`src/rtl/riscv_core_pkg.sv`:
```
// Shared core definitions for the branch-recovery slice: default geometry,
// the prediction-queue entry layout and a helper for its packed width.
package riscv_core_pkg;

    localparam int PC_W_DEF  = 32;
    localparam int DEPTH_DEF = 4;

    // Entry layout at the default PC width; the packed vector stored in the
    // FIFO uses exactly this field order (MSB first).
    typedef struct packed {
        logic                is_branch;
        logic                predict;
        logic [PC_W_DEF-1:0] target;
        logic [PC_W_DEF-1:0] fallthru;
    } pred_entry_t;

    // Packed width of one entry for an arbitrary PC width.
    function automatic int entry_width(input int pc_w);
        return (2 * pc_w) + 2;
    endfunction

endpackage

```
`src/rtl/branch_recovery_pred_fifo.sv`:
```
// pred_fifo: DEPTH-entry synchronous circular FIFO with single-cycle clear.
// A push while full is dropped even if a pop happens in the same cycle,
// because fullness is judged from registered occupancy only.
module pred_fifo #(
    parameter int DEPTH = 4,
    parameter int WIDTH = 66
) (
    input  logic                       clk,
    input  logic                       rst,
    input  logic                       clr,
    input  logic                       push,
    input  logic                       pop,
    input  logic [WIDTH-1:0]           wdata,
    output logic [WIDTH-1:0]           rdata,
    output logic [$clog2(DEPTH):0]     count,
    output logic                       full
);

    localparam int PTR_W = $clog2(DEPTH);
    localparam int CNT_W = PTR_W + 1;

    logic [WIDTH-1:0] mem_r [DEPTH];
    logic [PTR_W-1:0] head_r;
    logic [PTR_W-1:0] tail_r;
    logic [CNT_W-1:0] count_r;
    logic             do_push_s;
    logic             do_pop_s;

    assign full      = (count_r == CNT_W'(DEPTH));
    assign do_push_s = push && !full;
    assign do_pop_s  = pop && (count_r != {CNT_W{1'b0}});
    assign rdata     = mem_r[head_r];
    assign count     = count_r;

    // Pointer and occupancy update; clear wins over any push or pop.
    always_ff @(posedge clk or posedge rst) begin
        if (rst) begin
            head_r  <= {PTR_W{1'b0}};
            tail_r  <= {PTR_W{1'b0}};
            count_r <= {CNT_W{1'b0}};
        end else if (clr) begin
            head_r  <= {PTR_W{1'b0}};
            tail_r  <= {PTR_W{1'b0}};
            count_r <= {CNT_W{1'b0}};
        end else begin
            if (do_push_s) begin
                tail_r <= tail_r + PTR_W'(1);
            end
            if (do_pop_s) begin
                head_r <= head_r + PTR_W'(1);
            end
            case ({do_push_s, do_pop_s})
                2'b10:   count_r <= count_r + CNT_W'(1);
                2'b01:   count_r <= count_r - CNT_W'(1);
                default: count_r <= count_r;
            endcase
        end
    end

    // Entry storage; written at the tail on an accepted, non-cleared push.
    always_ff @(posedge clk or posedge rst) begin
        if (rst) begin
            for (int i = 0; i < DEPTH; i++) begin
                mem_r[i] <= {WIDTH{1'b0}};
            end
        end else if (do_push_s && !clr) begin
            mem_r[tail_r] <= wdata;
        end
    end

endmodule

```
`src/rtl/branch_recovery.sv`:
```
// branch_recovery: in-order queue of outstanding control-flow predictions.
// The oldest entry is popped on resolve; a direction mismatch on a branch
// issues a registered redirect and discards all younger wrong-path entries.
// Every popped conditional branch produces a predictor training strobe.
// Optional build macro: BRANCH_STATS_EN adds stat_resolved / stat_mispred.
module branch_recovery
    import riscv_core_pkg::*;
#(
    parameter int DEPTH = DEPTH_DEF,
    parameter int PC_W  = PC_W_DEF
) (
    input  logic                    clk,
    input  logic                    rst,
    input  logic                    push_valid,
    input  logic                    push_is_branch,
    input  logic                    push_predict,
    input  logic [PC_W-1:0]         push_target,
    input  logic [PC_W-1:0]         push_fallthru,
    output logic                    push_ready,
    input  logic                    resolve_valid,
    input  logic                    resolve_taken,
    input  logic                    flush,
    output logic                    redirect_valid,
    output logic [PC_W-1:0]         redirect_pc,
    output logic                    bp_update,
    output logic                    bp_result,
    output logic [$clog2(DEPTH):0]  count
`ifdef BRANCH_STATS_EN
    ,
    output logic [31:0]             stat_resolved,
    output logic [31:0]             stat_mispred
`endif
);

    localparam int CNT_W = $clog2(DEPTH) + 1;
    localparam int E_W   = entry_width(PC_W);

    logic [E_W-1:0]   wdata_s;
    logic [E_W-1:0]   head_s;
    logic [CNT_W-1:0] count_s;
    logic             full_s;
    logic             head_is_branch_s;
    logic             head_predict_s;
    logic [PC_W-1:0]  head_target_s;
    logic [PC_W-1:0]  head_fallthru_s;
    logic             pop_s;
    logic             mispred_s;
    logic             clear_s;
    logic             fifo_push_s;
    logic             train_s;
    logic [PC_W-1:0]  redirect_pc_s;

    logic             redirect_valid_r;
    logic [PC_W-1:0]  redirect_pc_r;
    logic             bp_update_r;
    logic             bp_result_r;

    assign wdata_s = {push_is_branch, push_predict, push_target, push_fallthru};

    pred_fifo #(
        .DEPTH (DEPTH),
        .WIDTH (E_W)
    ) u_fifo (
        .clk   (clk),
        .rst   (rst),
        .clr   (clear_s),
        .push  (fifo_push_s),
        .pop   (pop_s),
        .wdata (wdata_s),
        .rdata (head_s),
        .count (count_s),
        .full  (full_s)
    );

    // Resolve decode: pop, mispredict detection, queue clear and push gating.
    always_comb begin
        head_is_branch_s = head_s[E_W-1];
        head_predict_s   = head_s[E_W-2];
        head_target_s    = head_s[2*PC_W-1:PC_W];
        head_fallthru_s  = head_s[PC_W-1:0];
        pop_s            = resolve_valid && (count_s != {CNT_W{1'b0}});
        train_s          = pop_s && head_is_branch_s;
        mispred_s        = train_s && (resolve_taken != head_predict_s);
        clear_s          = flush || mispred_s;
        fifo_push_s      = push_valid && !clear_s;
        redirect_pc_s    = {PC_W{1'b0}};
        if (mispred_s) begin
            if (resolve_taken) begin
                redirect_pc_s = head_target_s;
            end else begin
                redirect_pc_s = head_fallthru_s;
            end
        end else begin
            redirect_pc_s = {PC_W{1'b0}};
        end
    end

    // Registered redirect and training strobes, one cycle after the resolve.
    always_ff @(posedge clk or posedge rst) begin
        if (rst) begin
            redirect_valid_r <= 1'b0;
            redirect_pc_r    <= {PC_W{1'b0}};
            bp_update_r      <= 1'b0;
            bp_result_r      <= 1'b0;
        end else begin
            redirect_valid_r <= mispred_s;
            redirect_pc_r    <= redirect_pc_s;
            bp_update_r      <= train_s;
            bp_result_r      <= train_s && resolve_taken;
        end
    end

    assign redirect_valid = redirect_valid_r;
    assign redirect_pc    = redirect_pc_r;
    assign bp_update      = bp_update_r;
    assign bp_result      = bp_result_r;
    assign push_ready     = !full_s;
    assign count          = count_s;

`ifdef BRANCH_STATS_EN
    logic [31:0] stat_resolved_r;
    logic [31:0] stat_mispred_r;

    // Free-running resolved-branch and mispredict counters (wrap at 2^32).
    always_ff @(posedge clk or posedge rst) begin
        if (rst) begin
            stat_resolved_r <= 32'd0;
            stat_mispred_r  <= 32'd0;
        end else begin
            if (train_s) begin
                stat_resolved_r <= stat_resolved_r + 32'd1;
            end
            if (mispred_s) begin
                stat_mispred_r <= stat_mispred_r + 32'd1;
            end
        end
    end

    assign stat_resolved = stat_resolved_r;
    assign stat_mispred  = stat_mispred_r;
`endif

endmodule

```
`config.mk`:
```
export PLATFORM = sky130hd
export DESIGN_NAME = branch_recovery
export DESIGN_NICKNAME = d
export VERILOG_FILES = /design/src/rtl/riscv_core_pkg.sv /design/src/rtl/branch_recovery_pred_fifo.sv /design/src/rtl/branch_recovery.sv
export SDC_FILE = /design/constraint.sdc
export NUM_CORES = 1
export LEC_CHECK = 0
export ABC_AREA = 1
export CORE_UTILIZATION = 40
export DETAILED_ROUTE_END_ITERATION = 8
export PLACE_DENSITY = 0.59
export SLEW_MARGIN = 20
export SYNTH_ARGS = -nofsm -noshare
export SYNTH_HDL_FRONTEND = slang
export SYNTH_SLANG_ARGS = --single-unit
```
`constraint.sdc`:
```
create_clock -name clk -period 11.1 [get_ports clk]
set_input_delay 1.665 -clock clk [delete_from_list [all_inputs] [get_ports clk]]
set_output_delay 1.665 -clock clk [all_outputs]
set_load 0.02 [all_outputs]
```
==> summary.md <==
| Metric | Value |
|---|---|
| Outcome | `finished clean` |
| Post-route DRC violation count | `0` |
| Antenna diodes | `0` |
| Most frequent cells after synthesis | `nand2_1, dfrtp_1, o21ai_1, o21ai_0, a21oi_1` |
| Leading area contributor after synthesis | `dfrtp_1` |
| Vias per Instance | `5.177` |
| Post-CTS Hold Buffers | `0` |
| Register area | `7661 sq um` |
| DR iter-0 viols | `928` |
| Share of layout cells above drive strength 1 | `5.168%` |
| Final core utilization | `47.67%` |
| Slew @ Worst Pin | `1021 ps` |
| Syn-to-layout area delta | `16.71%` |
| Syn_nets | `1,550` |
| Gpl congestion | `0.7505` |
| Rel. slew slack | `31.91%` |
| Worst Path Required | `11,510 ps` |
| Post-cts sizing count | `0` |
| Die X | `184.7 um` |
| First-pass GRT wire length | `53.99 mm` |
| H-tree Lvls | `2` |
| Cell area after synthesis | `13,360 sq um` |
| I/O pins | `111` |
| Initial core utilization | `40.84%` |
| Startpoint Class | `flop` |
| Ys async rst share | `100.0%` |
| Die Span Y | `184.7 um` |
| Peak supply drop | `0.1053 mV` |
| Max Fclk | `220.3 MHz` |
| Clk sinks | `306` |
| Period utilization | `40.90%` |
| Top-count cell post-synth | `nand2_1` |
| HP Class | `reg2reg` |
| Area of the multi-input gates | `4698 sq um` |
| # Post-CTS Setup Buffers | `0` |
| TritonCTS clock tree | `done` |
| Critical path peak fanout | `94` |
| Post-DP Area | `14,440 sq um` |
| Fin. max-slew vios | `0` |
| Layout Nets | `1,600` |
| Total Routing Usage GR | `20.27%` |
| CORE AREA | `32,700 sq um` |
| Number of library cell types mapped by synthesis | `28` |
| Number of global-route vias before repair | `9,715` |
| Kind of critical path | `reg2reg` |
| RSZ-0062 raised after global routing | `false` |
| Pre-antenna DRT Iters | `7` |
| Fin area | `15,590 sq um` |
| Max Root-Sink Buffers | `3` |
| Fillers | `3,168` |
| Average size of a mapped cell | `9.068 sq um` |
| Setup_tns | `0 ps` |
| Cells after Synth | `1,473` |
| Num rows | `66` |
| Clk root buf | `clkbuf_16` |
| I/O Buffers | `110` |
| Hold WS | `486.1 ps` |
| Max Cap Violations | `0` |
| Initial antenna violation count | `0` |
| Setup-failing EPs final | `0` |
| WL/cell | `16.80 um` |
| Dpl hpwl | `19.51 mm` |
| Seq/Total Area, Yosys | `57.33%` |
| CP arrival | `4950 ps` |
| Leakage | `7.332 nW` |
| GRT overflow | `0` |
| Total number of vias | `10,300` |
| Power Density | `267.3 nW/um^2` |
| Pin count of the biggest net entering global routing | `131` |
| Post-synth EDFFs | `0` |
| Total CTS buffers | `35` |
| Yosys Warn Count | `0` |
| Die area | `34,130 sq um` |
| Setup crit end kind | `flop` |
| Synthesis-stage register bit count | `306` |
| Final Skew | `13.43 ps` |
| Synth area leaders | `dfrtp_1, nand2_1, o21ai_1` |
| Antenna viol nets, final | `0` |
| Final WL | `33.44 mm` |
| Main synth FF type | `dfrtp_1` |
| Top cell type's share of synthesized area | `57.33%` |
| Worst-skew pair later-pin latency | `510 ps` |
| Min Clock Period, post-route | `4539 ps` |
| Hold Vio Cnt, Final | `0` |
| Clock-pin slew on the worst setup and hold paths | `60 ps` |
flip-flops by register name (all words and copies together), names as in the netlist:
| register | flops |
|---|---|
| u_fifo.mem_r | 264 |
| redirect_pc | 32 |
| u_fifo.head_r | 2 |
| redirect_valid | 1 |
| bp_update | 1 |
| bp_result | 1 |
| u_fifo.count | 3 |
| u_fifo.tail_r | 2 |
cell usage in the layout (no fill, tap or decap), types with 10 or more instances in the layout:
cell type	netlist	final
clkbuf_16	0	37
inv_1	83	82
a22oi_1	32	32
nand2_1	448	448
nor2_1	38	38
a211oi_1	32	32
o21ai_0	103	103
nand3_1	10	10
dfrtp_1	306	305
buf_4	5	11
clkdlybuf4s50_1	0	109
a32o_1	32	32
a21oi_1	97	97
o21ai_1	163	163
clkbuf_8	0	12
stage by stage:
| step | setup slack (ps) | total power, mW | cells |
|---|---|---|---|
| final | 6561 | 4.166 | 1990 |
| after global routing | 6135 | 4.474 | 1990 |
| after CTS | 6553 | 4.194 | 1990 |
| after detailed placement | 6168 | 3.048 | 1928 |
| after global placement | 6203 | 3.017 | 1928 |
| after floorplan | 975.7 | 2.688 | 1473 |
power by group:
part | leakage, nW | internal [mW] | switching [mW]
logic | 2.79 | 0.489 | 0.716
registers | 3.97 | 1.56 | 0.267
clock network | 0.567 | 0.688 | 0.442
worst max-delay path: stages, from the launching register on:
cell	delay, ps
dfrtp_4	990
buf_4	760
nand2_1	110
nand3_1	140
nand2_1	70
nand2_1	100
nand3_4	400
nand3_4	220
inv_4	90
nand2_4	370
buf_4	840
nand2_1	130
o21ai_1	110
worst paths after layout:
kind | start | to | slack [ps] | cells past startpoint
min in group asynchronous | rst | u_fifo.mem_r[173] | 1750 | 2
hold reg to reg | u_fifo.mem_r[255] | u_fifo.mem_r[255] | 490 | 2
hold / removal | u_fifo.mem_r[255] | u_fifo.mem_r[255] | 490 | 2
setup reg to reg | u_fifo.head_r[0] | u_fifo.mem_r[129] | 6560 | 12
setup / recovery | u_fifo.head_r[0] | u_fifo.mem_r[129] | 6560 | 12
max in group asynchronous | rst | redirect_pc[27] | 7210 | 4
per-layer routing:
metal | part of all wire, % | GRT usage [%] | vias to the layer above
met2 | 43 | 30.08 | 231
met4 | 1.6 | 4.628 | 0
met3 | 4.5 | 2.984 | 36
li1 | - | - | 5000
met1 | 51 | 31.04 | 5036
met5 | 0 | 0 | -
kinds of logic (layout without fill, tap and decap cells):
logic type	after synthesis	count (layout)	share of synthesized area (%)
and+or+nand+nor	505	505	14.80
adders and majority gates	5	5	0.5246
xor gates and xnor gates	2	2	0.1312
buffers and inverters	195	270	7.494
AOI/OAI and AO/OA	460	460	19.72
DFF	306	306	57.33
final cells by class:
type	instances	share of cell area [%]
multi-input cells	972	30.14
clock buffers	57	7.192
flip-flops and latches	306	49.15
inverters	86	2.167
repair buffers	122	7.633
well taps	442	3.548
clock inverters	5	0.1766
No activity file was read; power rests on OpenSTA's default activity.
